File: src/rtl/alu_issue_seq_if.sv
// Handshake bundle for alu_issue_seq: instruction stream in, result stream out.
// master = producer/consumer side, slave = the issue stage.
interface alu_issue_seq_if;
  logic       in_valid;
  logic       in_ready;
  logic [3:0] in_opcode;
  logic [7:0] in_a;
  logic [7:0] in_b;
  logic       out_valid;
  logic       out_ready;
  logic [7:0] out_res;
  logic [3:0] out_opcode;
  logic       out_err;

  modport master (
    output in_valid, in_opcode, in_a, in_b, out_ready,
    input  in_ready, out_valid, out_res, out_opcode, out_err
  );

  modport slave (
    input  in_valid, in_opcode, in_a, in_b, out_ready,
    output in_ready, out_valid, out_res, out_opcode, out_err
  );
endinterface

File: src/rtl/alu_issue_seq.sv
// Issue stage in front of the 8-bit ALU: instruction FIFO, IDLE/EXEC/CAPT/HOLD sequencer,
// result hold register. Optional macro ALU_ISSUE_DIV0_TRAP_EN traps DIV by zero locally.
module alu_issue_seq #(
  parameter int DEPTH = 4
) (
  input  logic                    clk,
  input  logic                    rst_n,
  alu_issue_seq_if.slave          bus,
  output logic [3:0]              alu_opcode,
  output logic [7:0]              alu_a,
  output logic [7:0]              alu_b,
  input  logic [7:0]              alu_res,
  output logic [$clog2(DEPTH):0]  level
);
  localparam int AW = $clog2(DEPTH);
  localparam int LW = AW + 1;
  localparam logic [LW-1:0] FULL_LVL = LW'(DEPTH);
  localparam logic [3:0] OP_DIV = 4'b0011;

  typedef struct packed {
    logic [3:0] op;
    logic [7:0] a;
    logic [7:0] b;
  } instr_t;

  typedef enum logic [1:0] {IDLE, EXEC, CAPT, HOLD} state_t;

  state_t          state_q, state_d;
  instr_t          mem_q [DEPTH];
  instr_t          mem_d [DEPTH];
  logic [AW-1:0]   wptr_q, wptr_d, rptr_q, rptr_d;
  logic [LW-1:0]   level_q, level_d;
  logic [3:0]      alu_op_q, alu_op_d;
  logic [7:0]      alu_a_q, alu_a_d, alu_b_q, alu_b_d;
  logic            out_valid_q, out_valid_d, out_err_q, out_err_d;
  logic [7:0]      out_res_q, out_res_d;
  logic [3:0]      out_opcode_q, out_opcode_d;

  logic   push, pop, nonempty, hs, load, trap;
  instr_t head;

  assign bus.in_ready = (level_q < FULL_LVL) && rst_n;
  assign push         = bus.in_valid && bus.in_ready;
  assign head         = mem_q[rptr_q];
  assign nonempty     = (level_q != '0);
  assign hs           = (state_q == HOLD) && out_valid_q && bus.out_ready;
  assign load         = nonempty && ((state_q == IDLE) || hs);

`ifdef ALU_ISSUE_DIV0_TRAP_EN
  assign trap = (head.op == OP_DIV) && (head.b == 8'h00);
`else
  assign trap = 1'b0;
`endif

  // FIFO storage and pointers; pointer arithmetic wraps because DEPTH is a power of two.
  always_comb begin
    mem_d   = mem_q;
    wptr_d  = wptr_q;
    rptr_d  = rptr_q;
    if (push) begin
      mem_d[wptr_q] = '{op: bus.in_opcode, a: bus.in_a, b: bus.in_b};
      wptr_d        = wptr_q + AW'(1);
    end
    if (pop) rptr_d = rptr_q + AW'(1);
    level_d = level_q + LW'(push) - LW'(pop);
  end

  always_ff @(posedge clk) begin
    if (!rst_n) state_q <= IDLE;
    else        state_q <= state_d;
  end

  always_comb begin
    state_d = state_q;
    case (state_q)
      IDLE:    if (nonempty) state_d = trap ? HOLD : EXEC;
      EXEC:    state_d = CAPT;
      CAPT:    state_d = HOLD;
      HOLD:    if (hs) state_d = nonempty ? (trap ? HOLD : EXEC) : IDLE;
      default: state_d = IDLE;
    endcase
  end

  always_comb begin
    pop          = load;
    alu_op_d     = alu_op_q;
    alu_a_d      = alu_a_q;
    alu_b_d      = alu_b_q;
    out_valid_d  = out_valid_q;
    out_res_d    = out_res_q;
    out_opcode_d = out_opcode_q;
    out_err_d    = out_err_q;
    if (state_q == CAPT) begin
      out_valid_d  = 1'b1;
      out_res_d    = alu_res;
      out_opcode_d = alu_op_q;
      out_err_d    = 1'b0;
    end
    if (hs) out_valid_d = 1'b0;
    // A trapped DIV never reaches the ALU; its result is produced here directly.
    if (load) begin
      if (trap) begin
        out_valid_d  = 1'b1;
        out_res_d    = 8'hFF;
        out_opcode_d = OP_DIV;
        out_err_d    = 1'b1;
      end else begin
        alu_op_d = head.op;
        alu_a_d  = head.a;
        alu_b_d  = head.b;
      end
    end
  end

  always_ff @(posedge clk) begin
    if (!rst_n) begin
      wptr_q       <= '0;
      rptr_q       <= '0;
      level_q      <= '0;
      alu_op_q     <= '0;
      alu_a_q      <= '0;
      alu_b_q      <= '0;
      out_valid_q  <= 1'b0;
      out_res_q    <= '0;
      out_opcode_q <= '0;
      out_err_q    <= 1'b0;
    end else begin
      wptr_q       <= wptr_d;
      rptr_q       <= rptr_d;
      level_q      <= level_d;
      alu_op_q     <= alu_op_d;
      alu_a_q      <= alu_a_d;
      alu_b_q      <= alu_b_d;
      out_valid_q  <= out_valid_d;
      out_res_q    <= out_res_d;
      out_opcode_q <= out_opcode_d;
      out_err_q    <= out_err_d;
    end
  end

  // Storage needs no reset: entries are only read once written behind the reset pointers.
  always_ff @(posedge clk) mem_q <= mem_d;

  assign alu_opcode     = alu_op_q;
  assign alu_a          = alu_a_q;
  assign alu_b          = alu_b_q;
  assign bus.out_valid  = out_valid_q;
  assign bus.out_res    = out_res_q;
  assign bus.out_opcode = out_opcode_q;
  assign bus.out_err    = out_err_q;
  assign level          = level_q;
endmodule

File: src/flat_wrapper.sv
// flat-port wrapper written by rule: the top's interface ports become plain ports
module alu_issue_seq_flat 
#(
  parameter int DEPTH = 4
)
  (clk, rst_n, alu_opcode, alu_a, alu_b, alu_res, level, bus_in_valid, bus_in_opcode, bus_in_a, bus_in_b, bus_out_ready, bus_in_ready, bus_out_valid, bus_out_res, bus_out_opcode, bus_out_err);
  alu_issue_seq_if bus_i ();
  input  logic clk;
  input  logic rst_n;
  output logic [3:0] alu_opcode;
  output logic [7:0] alu_a;
  output logic [7:0] alu_b;
  input  logic [7:0] alu_res;
  output logic [$clog2(DEPTH):0] level;
  input wire logic [$bits(bus_i.in_valid)-1:0] bus_in_valid;
  input wire logic [$bits(bus_i.in_opcode)-1:0] bus_in_opcode;
  input wire logic [$bits(bus_i.in_a)-1:0] bus_in_a;
  input wire logic [$bits(bus_i.in_b)-1:0] bus_in_b;
  input wire logic [$bits(bus_i.out_ready)-1:0] bus_out_ready;
  output wire logic [$bits(bus_i.in_ready)-1:0] bus_in_ready;
  output wire logic [$bits(bus_i.out_valid)-1:0] bus_out_valid;
  output wire logic [$bits(bus_i.out_res)-1:0] bus_out_res;
  output wire logic [$bits(bus_i.out_opcode)-1:0] bus_out_opcode;
  output wire logic [$bits(bus_i.out_err)-1:0] bus_out_err;
  assign bus_i.in_valid = bus_in_valid;
  assign bus_i.in_opcode = bus_in_opcode;
  assign bus_i.in_a = bus_in_a;
  assign bus_i.in_b = bus_in_b;
  assign bus_i.out_ready = bus_out_ready;
  assign bus_in_ready = bus_i.in_ready;
  assign bus_out_valid = bus_i.out_valid;
  assign bus_out_res = bus_i.out_res;
  assign bus_out_opcode = bus_i.out_opcode;
  assign bus_out_err = bus_i.out_err;
  alu_issue_seq #(.DEPTH(DEPTH)) u_core (.clk(clk), .rst_n(rst_n), .bus(bus_i), .alu_opcode(alu_opcode), .alu_a(alu_a), .alu_b(alu_b), .alu_res(alu_res), .level(level));
endmodule
File: config.mk
export PLATFORM = sky130hd
export DESIGN_NAME = alu_issue_seq_flat
export DESIGN_NICKNAME = d
export VERILOG_FILES = /design/src/rtl/alu_issue_seq_if.sv /design/src/rtl/alu_issue_seq.sv /design/src/flat_wrapper.sv
export SDC_FILE = /design/constraint.sdc
export NUM_CORES = 1
export LEC_CHECK = 0
export BUFFER_PORTS_ARGS = -buffer_cell sky130_fd_sc_hd__buf_2
export CORE_AREA = 2 2 92 94
export CTS_BUF_LIST = sky130_fd_sc_hd__clkbuf_8
export CTS_CLUSTER_SIZE = 20
export DETAILED_ROUTE_END_ITERATION = 6
export DIE_AREA = 0 0 94 96
export HOLD_SLACK_MARGIN = 0.02
export PLACE_DENSITY = 0.83
export SYNTH_ARGS = -nofsm -noshare
export SYNTH_HDL_FRONTEND = slang
export SYNTH_SLANG_ARGS = --single-unit
File: constraint.sdc
create_clock -name clk -period 7.5 [get_ports clk]
set_clock_uncertainty 0.05 [all_clocks]
set_input_delay 0 -clock clk [delete_from_list [all_inputs] [get_ports clk]]
set_output_delay 0 -clock clk [all_outputs]
set_load 0.01 [all_outputs]
==> metrics.md, run 1 <==
| Metric | Value |
|---|---|
| Worst Setup EP | `u_core.level[2]` |
| Nets | `445` |
| Row count | `33` |
| Final setup viols | `0` |
| TritonCTS Buffers | `17` |
| Initial Utilization | `0.607` |
| Worst path slowest cell | `dfxtp_1` |
| Synth Flop Type | `edfxtp_1` |
| Post-synth EDFFs | `80` |
| Max IR drop VDD | `0.215 mV` |
| Top layer in use | `met4` |
| FF-to-FF Start | `u_core.state_q[0]` |
| H-tree depth | `4` |
| Placed inst area | `between 0.005 and 0.006 mm²` |
| Final Hold Viols | `0` |
| WP depth | `13` |
| DRT Wirelength | `~8.6 mm` |
| Synth Area per Inst | `16.2 µm²` |
| Die X | `94 µm` |
| IO Port Bufs | `slightly below 70` |
| Buffers and inverters on the worst path | `4` |
| Clock Latency Late Sink | `0.42 ns` |
| Critical Path Start | `u_core.state_q[0]` |
| Initial antenna violation count | `0` |
| I/O pins | `70` |
| Crit-path leading delay family | `adder cells` |
| Mapped Area | `0.00488 mm²` |
| Vias per cell | `around 5.3` |
| Worst-path clk slew | `roughly 0.080 ns` |
| Lkg Pwr | `2.20 nW` |
| Drt drc | `0` |
| Crit Path Class | `reg2reg` |
| Final Wtd Congestion | `0.760` |
| CTS root buffer | `clkbuf_8` |
| CP Max Fanout | `23` |
| Worst setup SP type | `flop` |
| Final Instance Count excl. Fillers | `520` |
| Synth Register Bits | `122` |
| Slew @ Worst Pin | `between 1 and 1.5 ns` |
| Post-DR wirelength/cell | `16.6 µm` |
| Share of layout cells above drive strength 1 | `0.361` |
| Number of setup buffers added after CTS | `0` |
| M1 WL | `3.70 mm` |
| Critical Path RT | `7.77 ns` |
| Clk buf depth | `2` |
| DR vias | `about 2700` |
| First-pass GRT wire length | `approximately 13 mm` |
| Unrepaired setup endpoints after global routing | `no` |
| DRC marker count from the first detailed-route iteration | `roughly 140` |
| Drt pass-1 iters | `4` |
| DR WL met3 | `433 µm` |
| Critical Path End Type | `flop` |
| Final critical-path required period | `3.06 ns` |
| Final period util | `0.408` |
| Slew Viols, Final | `0` |
| Largest net degree at the start of global routing | `between 40 and 50` |
| PwrDens | `roughly 340 mW/mm²` |
| Unique cell type count in the Yosys netlist | `37` |
| Critical Path AT | `3.33 ns` |
| Gr ovfl total | `0` |
| Placed Cells | `458` |
| Net Count, Synth | `344` |
| Worst-case hold slack | `0.0949 ns` |
| Post-route cell area | `0.00594 mm²` |
| Synth warn | `0` |
| Clk sink count | `122` |
| Fillers | `503` |
| F_max | `327 MHz` |
| Vias in the first global route | `2805` |
| Reg-to-Reg End | `u_core.level[2]` |
| R2r setup slk | `4.44 ns` |
| DRT antenna net count | `0` |
| Status | `complete, no violations` |
| Worst r2r path cells | `13` |
| Core area | `0.00805 mm²` |
| Layout area overhead | `21.5%` |
| Synth async-reset ratio | `0` |
| DIE HEIGHT | `around 96 µm` |
| Mapped Cells | `between 300 and 400` |
| Rel. slew slack | `0.274` |
| MaxCap Viol Count | `0` |
| Final setup TNS | `0 ns` |
| Met2 WL | `4.38 mm` |
| Slowest Stage Delay on Critical Path | `0.43 ns` |
| Cell-by-cell trace of the critical path | `inv_1, ha_1, a31o_2, nand2_4, inv_2, ha_1, inv_1, ha_1, inv_1, fa_1, xnor2_1, xnor2_1, and2_1` |
| Number of diodes | `0` |
| Hold Crit Class | `in2reg` |
| Tot GR Track Use | `0.205` |
| CTS tree | `built` |
| Die ar. | `0.00902 mm²` |
| HPWL Detailed | `about 5.1 mm` |
| Register area share after synthesis | `0.664` |
## registers in the layout, indices dropped and copies added (netlist names), 2 cells and up
register,count
u_core.mem_q,80
u_core.bus.out_res,8
u_core.bus.out_opcode,4
u_core.state_q,2
u_core.rptr_q,2
u_core.alu_b,8
u_core.alu_opcode,4
u_core.alu_a,8
u_core.level,3
u_core.wptr_q,2
## cells in the mapped netlist (all sizes together), types with 4 or more instances
cell    instances  area (µm²)
a21boi         22         244
and2            5        32.5
and3            4        25.0
buf            13         138
clkbuf          4        15.0
dfxtp          42         841
edfxtp         80        2400
ha             10         125
inv             8        30.0
mux2i          13         130
mux4           20         462
nand2          44         188
nor2b          15        93.8
o21ai           4        20.0
xnor2           4        35.0
## metrics by stage
step | utilization | worst slack, ns | power, mW
2_1_floorplan | - | 4.91 | 1.35
3_3_place_gp | 0.647 | 4.59 | 1.42
3_5_place_dp | 0.647 | 4.48 | 1.44
6_report | 0.737 | 4.44 | 2.04
5_1_grt | 0.737 | 4.28 | 2.15
4_1_cts | 0.737 | 4.43 | 2.06
## worst register-to-register path: stages (launching register included)
cell and delay [ns]:
dfxtp_1 0.43, inv_1 0.11, ha_1 0.24, a31o_2 0.24, nand2_4 0.26, inv_2 0.25
ha_1 0.34, inv_1 0.06, ha_1 0.13, inv_1 0.05, fa_1 0.37, xnor2_1 0.15
xnor2_1 0.13, and2_1 0.16
## layer usage
layer,vias to the layer above,track usage
li1,1304,-
met1,1347,0.245
met2,79,0.355
met3,9,0.0556
met4,0,0.0821
met5,-,0
## power breakdown
| group | switching [mW] | internal (mW) | leakage [nW] |
|---|---|---|---|
| combinational | 0.286 | 0.264 | 0.931 |
| sequential | 0.0819 | 0.804 | 1.07 |
| clock | 0.272 | 0.334 | 0.200 |
## layout by cell type (no fill, tap or decap), types with 10 or more instances in the layout
cell,Yosys,routed
buf_2,5,68
nor2b_1,15,15
mux2i_1,13,13
nand2_1,37,37
dlygate4sd3_1,0,30
clkbuf_8,0,17
mux4_2,17,17
ha_1,10,10
edfxtp_1,80,80
dfxtp_1,42,42
a21boi_2,21,21
## kinds of logic after synthesis
kind of cell,share of synthesized area
flops,0.664
simple gates,0.0768
other cells,0.000768
fa+ha+maj,0.0297
mux,0.121
xor+xnor,0.00717
compound gates,0.0630
buf+inv,0.0374
## timing repair
action,in CTS,in global routing
gates resized for setup,0,0
hold buffers,30,0
hold endpoints to repair,90,0
## layout make-up
type / instances / area (µm²) / share of cell area
sequential: 122 / 3240 / 0.546
tap: 105 / 131 / 0.0221
multi-input combinational: 154 / 1460 / 0.246
timing repair buffer: 99 / 648 / 0.109
inverter: 8 / 30.0 / 0.00506
clock inverter: 15 / 190 / 0.0320
clock buffer: 17 / 234 / 0.0394
## how the worst min path moves through the flow
stage,from,to,slack [ns],cells after the start
global route,rst_n,u_core.rptr_q[1],0.12,2
finish,rst_n,u_core.wptr_q[1],0.09,3
global placement,bus_in_b[1],u_core.mem_q[61],0.16,1
CTS,rst_n,u_core.wptr_q[1],0.08,3
detailed placement,bus_in_a[2],u_core.mem_q[10],0.17,1
floorplan,bus_in_b[0],u_core.mem_q[0],0.05,0
Note: power is estimated with default switching activity, not from simulation.
==> run 2: changes to the inputs <==
Settings changed: ABC_AREA set to 1, CORE_AREA 2 2 92 94 to 2 2 99 101, DIE_AREA 0 0 94 96 to 0 0 101 103, PLACE_DENSITY 0.83 to 0.75.
Clock period 7.5 ns to 2.8 ns, I/O delays scaled along.
==> metrics.md, run 2 <==
| Metric | Value |
|---|---|
| Vias per cell | `5.03 (-4.5%)` |
| Most Used Layer, Global Route | `met2` |
| Initial Utilization | `0.511 (-0.0956)` |
| Die ar. | `0.0104 mm² (+15%)` |
| Worst setup SP type | `flop` |
| Hold path startpoint | `bus_in_b[6]` |
| Synth Register Bits | `122 (unchanged)` |
| Cell-by-cell trace of the critical path | `inv_1, ha_1, inv_1, nand2_2, nand2_4, inv_4, ha_1, inv_1, ha_1, inv_1, fa_1, xor2_1, o21ai_0, a21oi_1` |
| Worst-path clk slew | `0.07 ns (about the same)` |
| Worst path slowest cell | `dfxtp_1` |
| Synth Area per Inst | `10.7 µm² (-34%)` |
| PwrDens | `1020 mW/mm² (+200%)` |
| Final worst setup slack | `0.217 ns (-4.23 ns)` |
| Post-synth top area cell | `edfxtp_1` |
| Number of diodes | `0 (unchanged)` |
| Worst hold path endpoint | `u_core.mem_q[66]` |
| Tot GR Track Use | `0.195 (-0.00982)` |
| FF-to-FF Start | `u_core.state_q[0]` |
| DIE HEIGHT | `103 µm (+7.3%)` |
| Die X | `101 µm (+7.4%)` |
| Unique cell type count in the Yosys netlist | `27 (-27%)` |
| Met1 usage | `0.217 (-0.0278)` |
| Worst r2r path cells | `14 (+1)` |
| Drt drc | `0 (unchanged)` |
| Worst-case hold slack | `0.267 ns (+0.172 ns)` |
| Vias in the first global route | `3318 (+18%)` |
| Largest net degree at the start of global routing | `43 (-6.5%)` |
| Adder-cell area share of the yosys netlist | `0.0300 (+0.000308)` |
| CP Max Fanout | `24 (+4.3%)` |
| Critical Path End Type | `flop` |
| Unrepaired setup endpoints after global routing | `no` |
| Mux cell area share after synthesis | `0 (-0.121)` |
| R2r setup slk | `0.22 ns (-4.23 ns)` |
| Top cell by count, worst path | `inv_1` |
| Top cells by count, synth | `151 x nor2_1, 80 x edfxtp_1, 57 x o21ai_1` |
| Row count | `36 (+9.1%)` |
| DP Worst Slack | `0.235 ns (-4.24 ns)` |
| I/O pins | `70 (unchanged)` |
| Simple-gate share of the synthesized area | `0.152 (+0.0753)` |
| Lkg Pwr | `2.47 nW (+12%)` |
| Clk buf depth | `2 (unchanged)` |
| Xor/xnor share of the synthesized area | `0.00362 (-0.00355)` |
| Mapped Cells | `452 (+50%)` |
| Register area share after synthesis | `0.671 (+0.00687)` |
| DRT Wirelength | `9.66 mm (+12%)` |
| Final Instance Count excl. Fillers | `680 (+31%)` |
| CTS root buffer | `clkbuf_8` |
| Number of setup buffers added after CTS | `0 (unchanged)` |
| Critical Path RT | `3.06 ns (-4.71 ns)` |
| Hold path cells | `2 (-1)` |
| Post-DR wirelength/cell | `14.2 µm (-14%)` |
| Layout area overhead | `22.9%` |
| TritonCTS Buffers | `17 (unchanged)` |
| Slew Viols, Final | `0 (unchanged)` |
| Yosys top cell area share | `0.497 (+0.00509)` |
| Status | `complete, no violations` |
| Most frequent cells in the layout | `151 x nor2_1, 80 x edfxtp_1, 68 x buf_2` |
| Max FFs per register | `80 (unchanged)` |
| Synth async-reset ratio | `0 (unchanged)` |
| F_max | `387 MHz (+18%)` |
| Fillers | `727 (+45%)` |
| Core area | `0.00946 mm² (+17%)` |
| Gr ovfl total | `0 (unchanged)` |
| Share of layout cells above drive strength 1 | `0.207 (-0.155)` |
| H-tree depth | `4 (unchanged)` |
| Post_cts resized | `0 (unchanged)` |
| Most flop-heavy register | `u_core.mem_q` |
| Clk sink count | `122 (unchanged)` |
| Reg-to-Reg End | `u_core.level[2]` |
| Net Count, Synth | `495 (+44%)` |
| Met2 usage | `0.351 (-0.00459)` |
| Slew @ Worst Pin | `0.514 ns (-0.576 ns)` |
| CTS tree | `built` |
| DR vias | `3420 (+25%)` |
| Placed Cells | `618 (+35%)` |
| Post-synth EDFFs | `80 (unchanged)` |
| Clock Latency Late Sink | `0.43 ns (about the same)` |
| Largest family of logic cells by synthesized area | `simple AND/OR/NAND/NOR gates` |
| DRT antenna net count | `0 (unchanged)` |
| DRC marker count from the first detailed-route iteration | `234 (+65%)` |
| Final period util | `0.923 (+0.515)` |
| Mapped Area | `0.00483 mm² (-1.0%)` |
| Multi-input logic area | `0.00134 mm² (-8.2%)` |
| MaxCap Viol Count | `0 (unchanged)` |
| Most common cell in the netlist | `nor2_1` |
| Drt pass-1 iters | `5 (+1)` |
| M3 GR Usage | `0.0678 (+0.0122)` |
| Max IR drop VDD | `0.400 mV (+86%)` |
| Final Hold Viols | `0 (unchanged)` |
| Hold Crit Class | `in2reg` |
| Final setup viols | `0 (unchanged)` |
| HPWL Detailed | `5.67 mm (+12%)` |
| Final setup TNS | `0 ns (unchanged)` |
| Initial antenna violation count | `0 (unchanged)` |
| Largest cells by area after synthesis | `edfxtp_1 50%, dfxtp_1 17%, nor2_1 12%` |
| Rel. slew slack | `0.657 (+0.383)` |
| Sequential cell area | `0.00324 mm² (unchanged)` |
| Most common cell after layout, fill and taps aside | `nor2_1` |
| First-pass GRT wire length | `15.2 mm (+13%)` |
| Slowest Stage Delay on Critical Path | `0.37 ns (-0.06 ns)` |
| Final critical-path required period | `2.58 ns (-0.474 ns)` |
| Final Wtd Congestion | `0.731 (-3.8%)` |
| Synth warn | `0 (unchanged)` |
| Compound-gate portion of the synthesized area | `0.0903 (+0.0273)` |
| Synth Flop Type | `edfxtp_1` |
| IO Port Bufs | `68 (unchanged)` |
| Nets | `597 (+34%)` |
| Crit Path Class | `reg2reg` |
| Critical Path AT | `2.85 ns (-0.48 ns)` |
## run 2: final cells by class
| class | count | area share |
|---|---|---|
| clock buffer | 17 | 0.0394 |
| clock inverter | 14 | 0.0331 |
| tap | 114 | 0.0240 |
| multi-input combinational | 287 | 0.225 |
| sequential | 122 | 0.546 |
| inverter | 19 | 0.0128 |
| timing repair buffer | 107 | 0.120 |
## run 2: worst max path at each step
stage	from	end	slack, ns	depth (start not counted)
finish	u_core.state_q[0]	u_core.level[2]	0.22	14
global route	u_core.state_q[1]	u_core.level[2]	0.01	14
CTS	u_core.state_q[0]	u_core.level[2]	0.21	14
detailed placement	u_core.state_q[0]	u_core.level[2]	0.24	14
global placement	u_core.state_q[0]	u_core.level[2]	0.39	14
floorplan	u_core.state_q[0]	u_core.level[2]	0.46	15
## run 2: power breakdown
part	total [mW]	switching, mW	leakage [nW]	internal [mW]
logic	1.99	1.28	1.20	0.703
registers	2.40	0.182	1.07	2.22
clock network	1.66	0.694	0.198	0.968
## run 2: kinds of logic (layout without fill, tap and decap cells)
group,after synthesis,after routing
AND/OR/NAND/NOR,188,188
flip-flops,122,122
AO/OA/AOI/OAI,85,85
buffers and inverters,43,157
adder cells (fa/ha/maj),11,11
XOR/XNOR,2,2
other,1,1
## run 2: metrics by stage
step	power [mW]	instance area, µm²	util
floorplan	3.92	4830	-
global placement	4.27	5200	0.550
detailed placement	4.36	5200	0.550
CTS	6.07	5940	0.628
global route	6.44	5940	0.628
finish	6.05	5940	0.628
## run 2: critical path, delay by kind of cell, from the launching register on
kind	cells	cell delay, ns
AND/OR/NAND/NOR	2	0.30
AO/OA/AOI/OAI	2	0.23
adder cells (fa/ha/maj)	4	1.00
buffers and inverters	5	0.34
flip-flops	1	0.37
XOR/XNOR	1	0.16
## run 2: what timing repair did
| item | CTS | global route |
|---|---|---|
| hold endpoints to repair | 96 | 0 |
| setup endpoints to repair | 0 | 0 |
| hold buffers | 31 | 0 |
## run 2: layer usage
metal / part of all wire / up-vias
met4: 0.011 / 0
met5: 0 / -
met3: 0.060 / 12
met2: 0.51 / 108
met1: 0.41 / 1593
li1: - / 1707
==> run 3: changes to the inputs <==
==> constraint.sdc (replaced) <==
create_clock -name clk -period 2.8 [get_ports clk]
set_clock_uncertainty 0.05 [all_clocks]
set_input_delay 0.56 -clock clk [delete_from_list [all_inputs] [get_ports clk]]
set_output_delay 0.56 -clock clk [all_outputs]
set_load 0.01 [all_outputs]
==> metrics.md, run 3 (synthesis results as in run 2) <==
| Metric | Value |
|---|---|
| Largest net degree at the start of global routing | `43 (unchanged)` |
| Max FFs per register | `80 (unchanged)` |
| Final Wtd Congestion | `0.744 (+1.8%)` |
| Placed Cells | `619 (+0.16%)` |
| Vias per cell | `5.07 (+0.79%)` |
| Most flop-heavy register | `u_core.mem_q` |
| DIE HEIGHT | `103 µm (unchanged)` |
| Nets | `567 (-5.0%)` |
| Vias in the first global route | `3227 (-2.7%)` |
| DR vias | `3300 (-3.5%)` |
| HPWL Detailed | `5.77 mm (+1.8%)` |
| FF-to-FF Start | `u_core.state_q[0]` |
| Post-DR wirelength/cell | `14.2 µm (-0.14%)` |
| DRT Wirelength | `9.24 mm (-4.4%)` |
| Die ar. | `0.0104 mm² (unchanged)` |
| F_max | `426 MHz (+10%)` |
| Number of diodes | `0 (unchanged)` |
| Worst-path clk slew | `0.07 ns (about the same)` |
| Most common cell after layout, fill and taps aside | `nor2_1` |
| Slew @ Worst Pin | `0.622 ns (+0.109 ns)` |
| Rel. slew slack | `0.585 (-0.0725)` |
| Clk buf depth | `2 (unchanged)` |
| Worst setup SP type | `flop` |
| Crit Path Class | `reg2reg` |
| Worst-case hold slack | `0.301 ns (+0.0340 ns)` |
| Die X | `101 µm (unchanged)` |
| CTS root buffer | `clkbuf_8` |
| Critical Path End Type | `flop` |
| Row count | `36 (unchanged)` |
| Fillers | `756 (+4.0%)` |
| Slowest Stage Delay on Critical Path | `0.37 ns (about the same)` |
| Buffers and inverters on the worst path | `5 (unchanged)` |
| Crit-path leading delay family | `adder cells` |
| Hold Crit Class | `in2reg` |
| Critical Path AT | `2.60 ns (-0.25 ns)` |
| Most frequent cells in the layout | `151 x nor2_1, 80 x edfxtp_1, 68 x buf_2` |
| Lkg Pwr | `2.38 nW (-3.6%)` |
| Clock Latency Late Sink | `0.42 ns (about the same)` |
| MaxCap Viol Count | `0 (unchanged)` |
| Final setup TNS | `0 ns (unchanged)` |
| Share of layout cells above drive strength 1 | `0.214 (+0.00744)` |
| Final Instance Count excl. Fillers | `651 (-4.3%)` |
| Critical Path RT | `3.05 ns (about the same)` |
| Final setup viols | `0 (unchanged)` |
| CTS tree | `built` |
| Cell-by-cell trace of the critical path | `inv_1, ha_1, inv_1, nand2_2, nand2_4, inv_4, ha_1, inv_1, ha_1, inv_1, fa_1, xor2_1, o21ai_0, a21oi_1` |
| Slew Viols, Final | `0 (unchanged)` |
| Number of setup buffers added after CTS | `0 (unchanged)` |
| I/O pins | `70 (unchanged)` |
| Drt drc | `0 (unchanged)` |
| DRC marker count from the first detailed-route iteration | `186 (-21%)` |
| Critical Path Start | `u_core.state_q[0]` |
| Hold path startpoint | `bus_in_a[3]` |
| IO Port Bufs | `68 (unchanged)` |
| Initial antenna violation count | `0 (unchanged)` |
| Layout area overhead | `16.7%` |
| Top cell by count, worst path | `inv_1` |
| Status | `complete, no violations` |
| Unrepaired setup endpoints after global routing | `no` |
| Gr ovfl total | `0 (unchanged)` |
| DRT antenna net count | `0 (unchanged)` |
| TritonCTS Buffers | `17 (unchanged)` |
| Initial Utilization | `0.511 (unchanged)` |
| Core area | `0.00946 mm² (unchanged)` |
| Final period util | `0.838 (-0.0844)` |
| Clk sink count | `122 (unchanged)` |
| H-tree depth | `4 (unchanged)` |
| Final Hold Viols | `0 (unchanged)` |
| Max IR drop VDD | `0.357 mV (-11%)` |
| Worst path slowest cell | `dfxtp_1` |
| First-pass GRT wire length | `15.0 mm (-1.2%)` |
| Drt pass-1 iters | `5 (unchanged)` |
| Final critical-path required period | `2.35 ns (-0.236 ns)` |
| Tot GR Track Use | `0.191 (-0.00431)` |
| CP Max Fanout | `4 (-83%)` |
| PwrDens | `1060 mW/mm² (+4.6%)` |
| Hold-fix buffers at CTS | `0 (-100%)` |
| Post_cts resized | `0 (unchanged)` |
run 3: metal layers:
layer | global-route usage | part of all wire
met3 | 0.0495 | 0.047
met2 | 0.333 | 0.51
met5 | 0 | 0
met4 | 0.0717 | 0.011
met1 | 0.229 | 0.43
run 3: stage by stage:
step / util / setup slack (ns) / instance area [µm²] / power, mW
after detailed placement: 0.551 / 0.426 / 5210 / 4.39
after CTS: 0.597 / 0.452 / 5640 / 6.06
after global routing: 0.597 / 0.219 / 5640 / 6.43
after floorplan: - / 0.458 / 4830 / 3.92
final: 0.597 / 0.453 / 5640 / 6.01
after global placement: 0.551 / 0.529 / 5210 / 4.31
run 3: worst paths after layout:
check                          end  slack, ns  depth (start not counted)
max                u_core.level[2]       0.45                         14
min               u_core.mem_q[31]       0.30                          1
max reg2reg        u_core.level[2]       0.45                         14
min reg2reg  u_core.bus.out_res[0]       0.44                          2
run 3: layout make-up:
class | instances | area [µm²] | share of cell area
clock inverters | 12 | 160 | 0.0284
multi-input cells | 287 | 1340 | 0.237
repair buffers | 77 | 408 | 0.0723
clock buffers | 20 | 275 | 0.0488
flip-flops and latches | 122 | 3240 | 0.575
inverters | 19 | 76.3 | 0.0135
well taps | 114 | 143 | 0.0253
run 3: worst reg2reg max path: stages (launching register included):
cell and delay [ns]:
dfxtp_1 0.37, inv_1 0.10, ha_1 0.21, inv_1 0.07, nand2_2 0.06, nand2_4 0.07
inv_4 0.03, ha_1 0.25, inv_1 0.05, ha_1 0.13, inv_1 0.05, fa_1 0.37
xor2_1 0.17, o21ai_0 0.19, a21oi_1 0.06
run 3: report_power, final:
part | total (mW) | internal, mW | switching [mW] | leakage, nW
combinational | 1.94 | 0.686 | 1.26 | 1.07
clock | 1.66 | 1.03 | 0.634 | 0.235
sequential | 2.41 | 2.22 | 0.188 | 1.07
total | 6.01 | 3.93 | 2.08 | 2.38
